## config.mk

```make
export PLATFORM = sky130hd
export DESIGN_NAME = accel_cmd_sequencer
export DESIGN_NICKNAME = d
export VERILOG_FILES = /design/src/rtl/accel_cmd_sequencer.sv
export SDC_FILE = /design/constraint.sdc
export NUM_CORES = 1
export LEC_CHECK = 0
export CELL_PAD_IN_SITES_DETAIL_PLACEMENT = 0
export CELL_PAD_IN_SITES_GLOBAL_PLACEMENT = 1
export CORE_MARGIN = 4
export CORE_UTILIZATION = 30
export CTS_CLUSTER_DIAMETER = 100
export DETAILED_ROUTE_END_ITERATION = 8
export PLACE_DENSITY = 0.82
export RECOVER_POWER = 100
export SLEW_MARGIN = 20
export SYNTH_ARGS = -nofsm -noshare
export SYNTH_HDL_FRONTEND = slang
export SYNTH_SLANG_ARGS = --single-unit
```

## constraint.sdc

```tcl
create_clock -name clk -period 4.05 [get_ports clk]
set_clock_uncertainty 0.1 [all_clocks]
set_input_delay 0.6075 -clock clk [delete_from_list [all_inputs] [get_ports clk]]
set_output_delay 0.6075 -clock clk [all_outputs]
set_load 0.1 [all_outputs]
```

## src/rtl/accel_cmd_sequencer.sv

```systemverilog
// Command sequencer for the matrix-multiply accelerator: polls a ring of
// control-BRAM slots in order, issues descriptors to the core, writes status back.
module accel_cmd_sequencer #(
  parameter int NUM_SLOTS   = 4,
  parameter int SLOT_BASE   = 0,
  parameter int CTRL_ADDR_W = 9,
  parameter int LANE_LOG2   = 3,
  parameter int COUNT_W     = 16
) (
  input  logic                   clk,
  input  logic                   rst,
  input  logic                   enable,
  output logic [CTRL_ADDR_W-1:0] ctrl_addr,
  output logic [63:0]            ctrl_din,
  input  logic [63:0]            ctrl_dout,
  output logic                   ctrl_en,
  output logic                   ctrl_we,
  output logic                   core_valid,
  input  logic                   core_ready,
  input  logic                   core_gnt,
  output logic [16-LANE_LOG2:0]  a_size,
  output logic [16-LANE_LOG2:0]  b_size,
  output logic [15:0]            n_size,
  output logic                   busy,
  output logic [COUNT_W-1:0]     done_count
);

  localparam int SIZE_W = 17 - LANE_LOG2;
  localparam int PTR_W  = (NUM_SLOTS > 1) ? $clog2(NUM_SLOTS) : 1;
  localparam logic [15:0] LANE_MASK = 16'((32'd1 << LANE_LOG2) - 32'd1);

  localparam logic [2:0] ST_POLL_A  = 3'd0;
  localparam logic [2:0] ST_POLL_C  = 3'd1;
  localparam logic [2:0] ST_FETCH_A = 3'd2;
  localparam logic [2:0] ST_FETCH_C = 3'd3;
  localparam logic [2:0] ST_ISSUE   = 3'd4;
  localparam logic [2:0] ST_EXEC    = 3'd5;
  localparam logic [2:0] ST_WB      = 3'd6;

  function automatic logic [SIZE_W-1:0] round_size(input logic [15:0] raw);
    logic [15:0] whole_s;
    whole_s    = raw >> LANE_LOG2;
    round_size = SIZE_W'(whole_s) + SIZE_W'((raw & LANE_MASK) != 16'd0);
  endfunction

  // Flag word at base+4*slot, descriptor word two words above it.
  function automatic logic [CTRL_ADDR_W-1:0] slot_addr(input logic [PTR_W-1:0] p,
                                                       input logic             desc);
    slot_addr = CTRL_ADDR_W'(SLOT_BASE) + CTRL_ADDR_W'({p, desc, 1'b0});
  endfunction

  logic [2:0]             state_r;
  logic [2:0]             next_state_s;
  logic [PTR_W-1:0]       ptr_r;
  logic [PTR_W-1:0]       next_ptr_s;
  logic [SIZE_W-1:0]      a_round_s;
  logic [SIZE_W-1:0]      b_round_s;
  logic                   size_zero_s;
  logic [COUNT_W-1:0]     seq_s;
  logic [63:0]            status_s;
  logic [CTRL_ADDR_W-1:0] addr_s;
  logic                   unused_s;

  assign ctrl_en  = 1'b1;
  assign unused_s = ^ctrl_dout[63:48];

  // Descriptor rounding and status word assembly.
  always_comb begin
    a_round_s   = round_size(ctrl_dout[15:0]);
    b_round_s   = round_size(ctrl_dout[31:16]);
    size_zero_s = (a_round_s == {SIZE_W{1'b0}}) || (b_round_s == {SIZE_W{1'b0}}) ||
                  (ctrl_dout[47:32] == 16'd0);
    seq_s       = done_count + COUNT_W'(1);
    // Only FETCH_C can enter WB on the error path.
    status_s    = {32'd0, 16'(seq_s), 13'd0, (state_r == ST_FETCH_C), 1'b1, 1'b0};
  end

  // Next-state, next-pointer and next-address logic.
  always_comb begin
    next_state_s = state_r;
    next_ptr_s   = ptr_r;
    addr_s       = slot_addr(ptr_r, 1'b0);
    case (state_r)
      ST_POLL_A:  next_state_s = ST_POLL_C;
      ST_POLL_C: begin
        if (ctrl_dout[0] && enable) begin
          next_state_s = ST_FETCH_A;
        end else begin
          next_state_s = ST_POLL_A;
        end
      end
      ST_FETCH_A: next_state_s = ST_FETCH_C;
      ST_FETCH_C: begin
        if (size_zero_s) begin
          next_state_s = ST_WB;
        end else begin
          next_state_s = ST_ISSUE;
        end
      end
      ST_ISSUE: begin
        if (core_ready) begin
          next_state_s = ST_EXEC;
        end else begin
          next_state_s = ST_ISSUE;
        end
      end
      ST_EXEC: begin
        if (core_gnt) begin
          next_state_s = ST_WB;
        end else begin
          next_state_s = ST_EXEC;
        end
      end
      ST_WB: begin
        next_state_s = ST_POLL_A;
        if (ptr_r == PTR_W'(NUM_SLOTS - 1)) begin
          next_ptr_s = {PTR_W{1'b0}};
        end else begin
          next_ptr_s = ptr_r + PTR_W'(1);
        end
      end
      default: next_state_s = ST_POLL_A;
    endcase
    case (next_state_s)
      ST_FETCH_A, ST_FETCH_C, ST_ISSUE, ST_EXEC: addr_s = slot_addr(next_ptr_s, 1'b1);
      default:                                   addr_s = slot_addr(next_ptr_s, 1'b0);
    endcase
  end

  // State, pointer, counter and registered outputs.
  always_ff @(posedge clk) begin
    if (rst) begin
      state_r    <= ST_POLL_A;
      ptr_r      <= {PTR_W{1'b0}};
      done_count <= {COUNT_W{1'b0}};
      ctrl_addr  <= slot_addr({PTR_W{1'b0}}, 1'b0);
      ctrl_din   <= 64'd0;
      ctrl_we    <= 1'b0;
      core_valid <= 1'b0;
      busy       <= 1'b0;
      a_size     <= {SIZE_W{1'b0}};
      b_size     <= {SIZE_W{1'b0}};
      n_size     <= 16'd0;
    end else begin
      state_r    <= next_state_s;
      ptr_r      <= next_ptr_s;
      ctrl_addr  <= addr_s;
      ctrl_we    <= (next_state_s == ST_WB);
      core_valid <= (next_state_s == ST_ISSUE);
      busy       <= (next_state_s != ST_POLL_A) && (next_state_s != ST_POLL_C);
      if (next_state_s == ST_WB) begin
        ctrl_din <= status_s;
      end
      if (state_r == ST_FETCH_C) begin
        a_size <= a_round_s;
        b_size <= b_round_s;
        n_size <= ctrl_dout[47:32];
      end
      if (state_r == ST_WB) begin
        done_count <= done_count + COUNT_W'(1);
      end
    end
  end

endmodule

```

==> run_results.csv <==
group,metric,value,unit
floorplanning,dieArea,0.01771,sq mm
sta,setup_viol,0,
cells_and_area,final.fill_count,1545,
cells_and_area,postLayoutCellArea,0.006296,sq mm
power_and_ir_drop,powerDensity,345.3,mW/mm^2
sta,fmax,271.1,MHz
logic_synthesis,synth_edf_count,0,
grt,grt_pass1_vias,3710,
sta,drv_slew,47,
routing,route.detailed.drc,0,
floorplanning,coreArea,0.01526,sq mm
clock_tree,path_clk_slew,0.06,ns
power_and_ir_drop,power.share.sequential,0.401,
power_and_ir_drop,p_total,2.174,mW
critical_path,cp_max_fo,19,
floorplanning,initial_utilization,0.3075,
logic_synthesis,yosysTopAreaCell,"dfxtp_1",
placement,placement.io_buffers,136,
cells_and_area,drive_gt1_frac,0.06590,
power_and_ir_drop,p_switching,709.2,uW
logic_synthesis,syn_area_per_cell,8.188,sq um
hold_path,hold_end,"ctrl_din[1]",
logic_synthesis,synth-seq-cells,87,
critical_path,rr_worst_depth,7,
critical_path,rrSetupSlack,1.32,ns
placement,placed_area,0.006011,sq mm
clock_tree,clk_path_buf_depth,2,
routing,ant_nets,0,
sta,holdWs,0.3393,ns
critical_path,r2r-start,"done_count[0]",
logic_synthesis,synth_area,0.004692,sq mm
critical_path,cp-end-kind,"flop",
sta,fin_crit_sh,0.9109,
sta,hold_viol,0,
logic_synthesis,ys_top_cells_by_area,"dfxtp_1, buf_4, nand2_1, nor2_1, xor2_1",
power_and_ir_drop,irDropWorstVdd,174.8,uV
logic_synthesis,synthCells,573,
critical_path,startpoint,"ctrl_dout[0]",
critical_path,crit_arrival,3.81,ns
hold_path,min_delay_path_depth,2,
critical_path,start_kind,"input pin",
critical_path,cp_num_cells,11,
routing,dr.pass1.iters,4,
outcome,violations,"max-capacitance violations, max-slew violations",
cells_and_area,diodes,0,
clock_tree,postCtsResizedCells,0,
critical_path,critPathTopFamily,"simple AND/OR/NAND/NOR gates",
outcome,status,"complete, but fails checks",
grt,grt_first_pass_wirelength,18980,microns
power_and_ir_drop,leakagePower,2.484,nW
logic_synthesis,ys.flop_type,"dfxtp_1",
routing,viasPerCell,4.407,
hold_path,min_path_type,"reg2reg",
critical_path,r2r-end,"ctrl_din[30]",
critical_path,worstPathCellList,"dlygate4sd3_1, or3_1, ha_1, ha_1, nand3_1, xor2_1, nand3_1, o31ai_1, and4_1, o211ai_4, mux2_2",
cells_and_area,nNetsFinal,768,
clock_tree,cts_root_buffer,"clkbuf_16",
hold_path,min_from,"ctrl_din[1]",
clock_tree,h-tree-depth,3,
floorplanning,die_height,133.1,microns
sta,layout_min_cycle_time,3.689,ns
sta,fin_tns_setup,0,ns
routing,wl_per_cell,13.19,microns
floorplanning,ios,206,
grt,antenna_found_initial,0,
critical_path,required,4.17,ns
clock_tree,cts_buffers,9,
critical_path,criticalPathCategory,"in2reg",
routing,routed_wl,11990,microns
power_and_ir_drop,power.share.clock,0.389,
grt,track_usage,0.1301,
sta,maxSlewHeadroom,-0.2391,
logic_synthesis,yosysTopAreaCellShare,0.3712,
sta,tightest_slew,1.859,ns
placement,place_congestion,0.8179,
clock_tree,cts_setup_buffers,0,
cells_and_area,final_core_util,0.4126,
power_and_ir_drop,internal_power,1.465,mW
routing,vias,4006,
grt,grt_overflow,0,
critical_path,max_stage_delay,0.61,ns
logic_synthesis,yosysSeqAreaShare,0.3712,
run,cap_violations,1,
routing,drt_iter0_markers,149,
clock_tree,clk_latency,0.34,ns
power_and_ir_drop,combPwrFrac,0.209,
floorplanning,rows,45,
power_and_ir_drop,switching_share,0.3262,
logic_synthesis,ys_types,52,
logic_synthesis,yosys_warnings,0,
critical_path,critPathSlowestCell,"dlygate4sd3_1",
grt,grt_max_degree,103,
clock_tree,cts_tree,"built",
floorplanning,die_w,133.1,microns
cells_and_area,areaGrowthSynthToFinish,34.19,%
clock_tree,cts_hold_buffers,0,
sta,rsz0062_at_grt,"false",
clock_tree,cts_sinks,87,
placement,hpwl,8765,microns
logic_synthesis,ys_async_sr_fraction,0,
critical_path,path_buf_inv,1,
==> registers in the layout, indices dropped and copies added, names as in the netlist <==
name,flops
core_valid,1
state_r,3
a_size,14
done_count,16
busy,1
ptr_r,1
ctrl_we,1
n_size,16
b_size,14
ctrl_addr,2
ctrl_din,18
==> how the worst max path moves through the flow <==
stage,to,slack [ns]
floorplan,ctrl_din[26],0.76
global placement,ctrl_din[31],0.07
detailed placement,ctrl_din[25],0.05
CTS,ctrl_din[16],0.40
global route,ctrl_din[21],0.23
finish,ctrl_din[19],0.36
==> tightest hold or removal path, delay by kind of cell, from the launching register on <==
family                 cells  cell delay [ns]
flip-flops                 1             0.30
buffers and inverters      1             0.04
AO/OA/AOI/OAI              1             0.05
==> stage by stage <==
stage / instances / setup slack, ns
after floorplan: 624 / 0.7610
after CTS: 908 / 0.3967
after detailed placement: 892 / 0.05482
final: 909 / 0.3608
after global placement: 892 / 0.06545
after global routing: 909 / 0.2326
==> cells in the mapped netlist (all sizes together), types with 11 or more instances <==
cell type	number
dfxtp	87
nand2	77
nor2	71
buf	58
a21oi	36
xor2	26
clkbuf	25
nand3	22
xnor2	20
a211oi	18
o21ai	16
mux2	14
nor2b	14
nor3	11
==> placed cells by master, fill, tap and decap left out, types with 3 or more instances in the layout <==
cell,netlist,routed
dfxtp_1,87,87
dlygate4sd3_1,0,85
nand2_1,76,76
nor2_1,70,69
conb_1,2,53
clkdlybuf4s50_1,0,50
a21oi_1,36,36
xor2_1,26,26
xnor2_1,20,20
nand3_1,19,19
a211oi_1,18,18
o21ai_0,16,16
nor2b_1,14,14
nand4_1,10,10
or3_1,9,9
nor3_1,9,9
mux2_2,9,9
clkbuf_16,0,9
nor4_1,8,8
nand2b_1,7,7
ha_1,6,6
inv_1,5,5
mux2_1,0,5
buf_4,53,4
nand3_2,3,3
nor3b_1,3,3
mux2i_1,3,3
==> cell type report <==
class / instances / area [sq um] / area share
Clock buffer: 11 / 252.7 / 0.04014
Clock inverter: 5 / 56.30 / 0.008943
Inverter: 5 / 18.77 / 0.002981
Multi-Input combinational cell: 449 / 2572 / 0.4086
Sequential cell: 87 / 1742 / 0.2766
Tap cell: 211 / 264.0 / 0.04193
Timing Repair Buffer: 141 / 1390 / 0.2208
==> routing by layer <==
layer | GRT usage | up-vias | wire length (microns)
met3 | 0.02890 | 16 | 744
met4 | 0.05081 | 0 | 241
met1 | 0.1766 | 1769 | 5623
met2 | 0.2009 | 136 | 5377
met5 | 0 | - | 0
li1 | - | 2085 | -
==> logic make-up after synthesis <==
group,Yosys count,synth area share
buffers and inverters,88,0.1176
XOR/XNOR,46,0.08587
flip-flops,87,0.3712
other,2,0.001601
multiplexers,17,0.04400
adder cells (fa/ha/maj),6,0.01600
AND/OR/NAND/NOR,240,0.2432
AO/OA/AOI/OAI,87,0.1205
==> power by group through the flow <==
stage | Combinational, mW | Sequential [mW] | Clock [mW]
global route | 0.475 | 0.874 | 0.903
CTS | 0.458 | 0.873 | 0.873
floorplan | 0.335 | 0.953 | 0
finish | 0.455 | 0.873 | 0.846
global placement | 0.458 | 0.892 | 0
detailed placement | 0.457 | 0.893 | 0
Note: power is estimated with default switching activity, not from simulation.
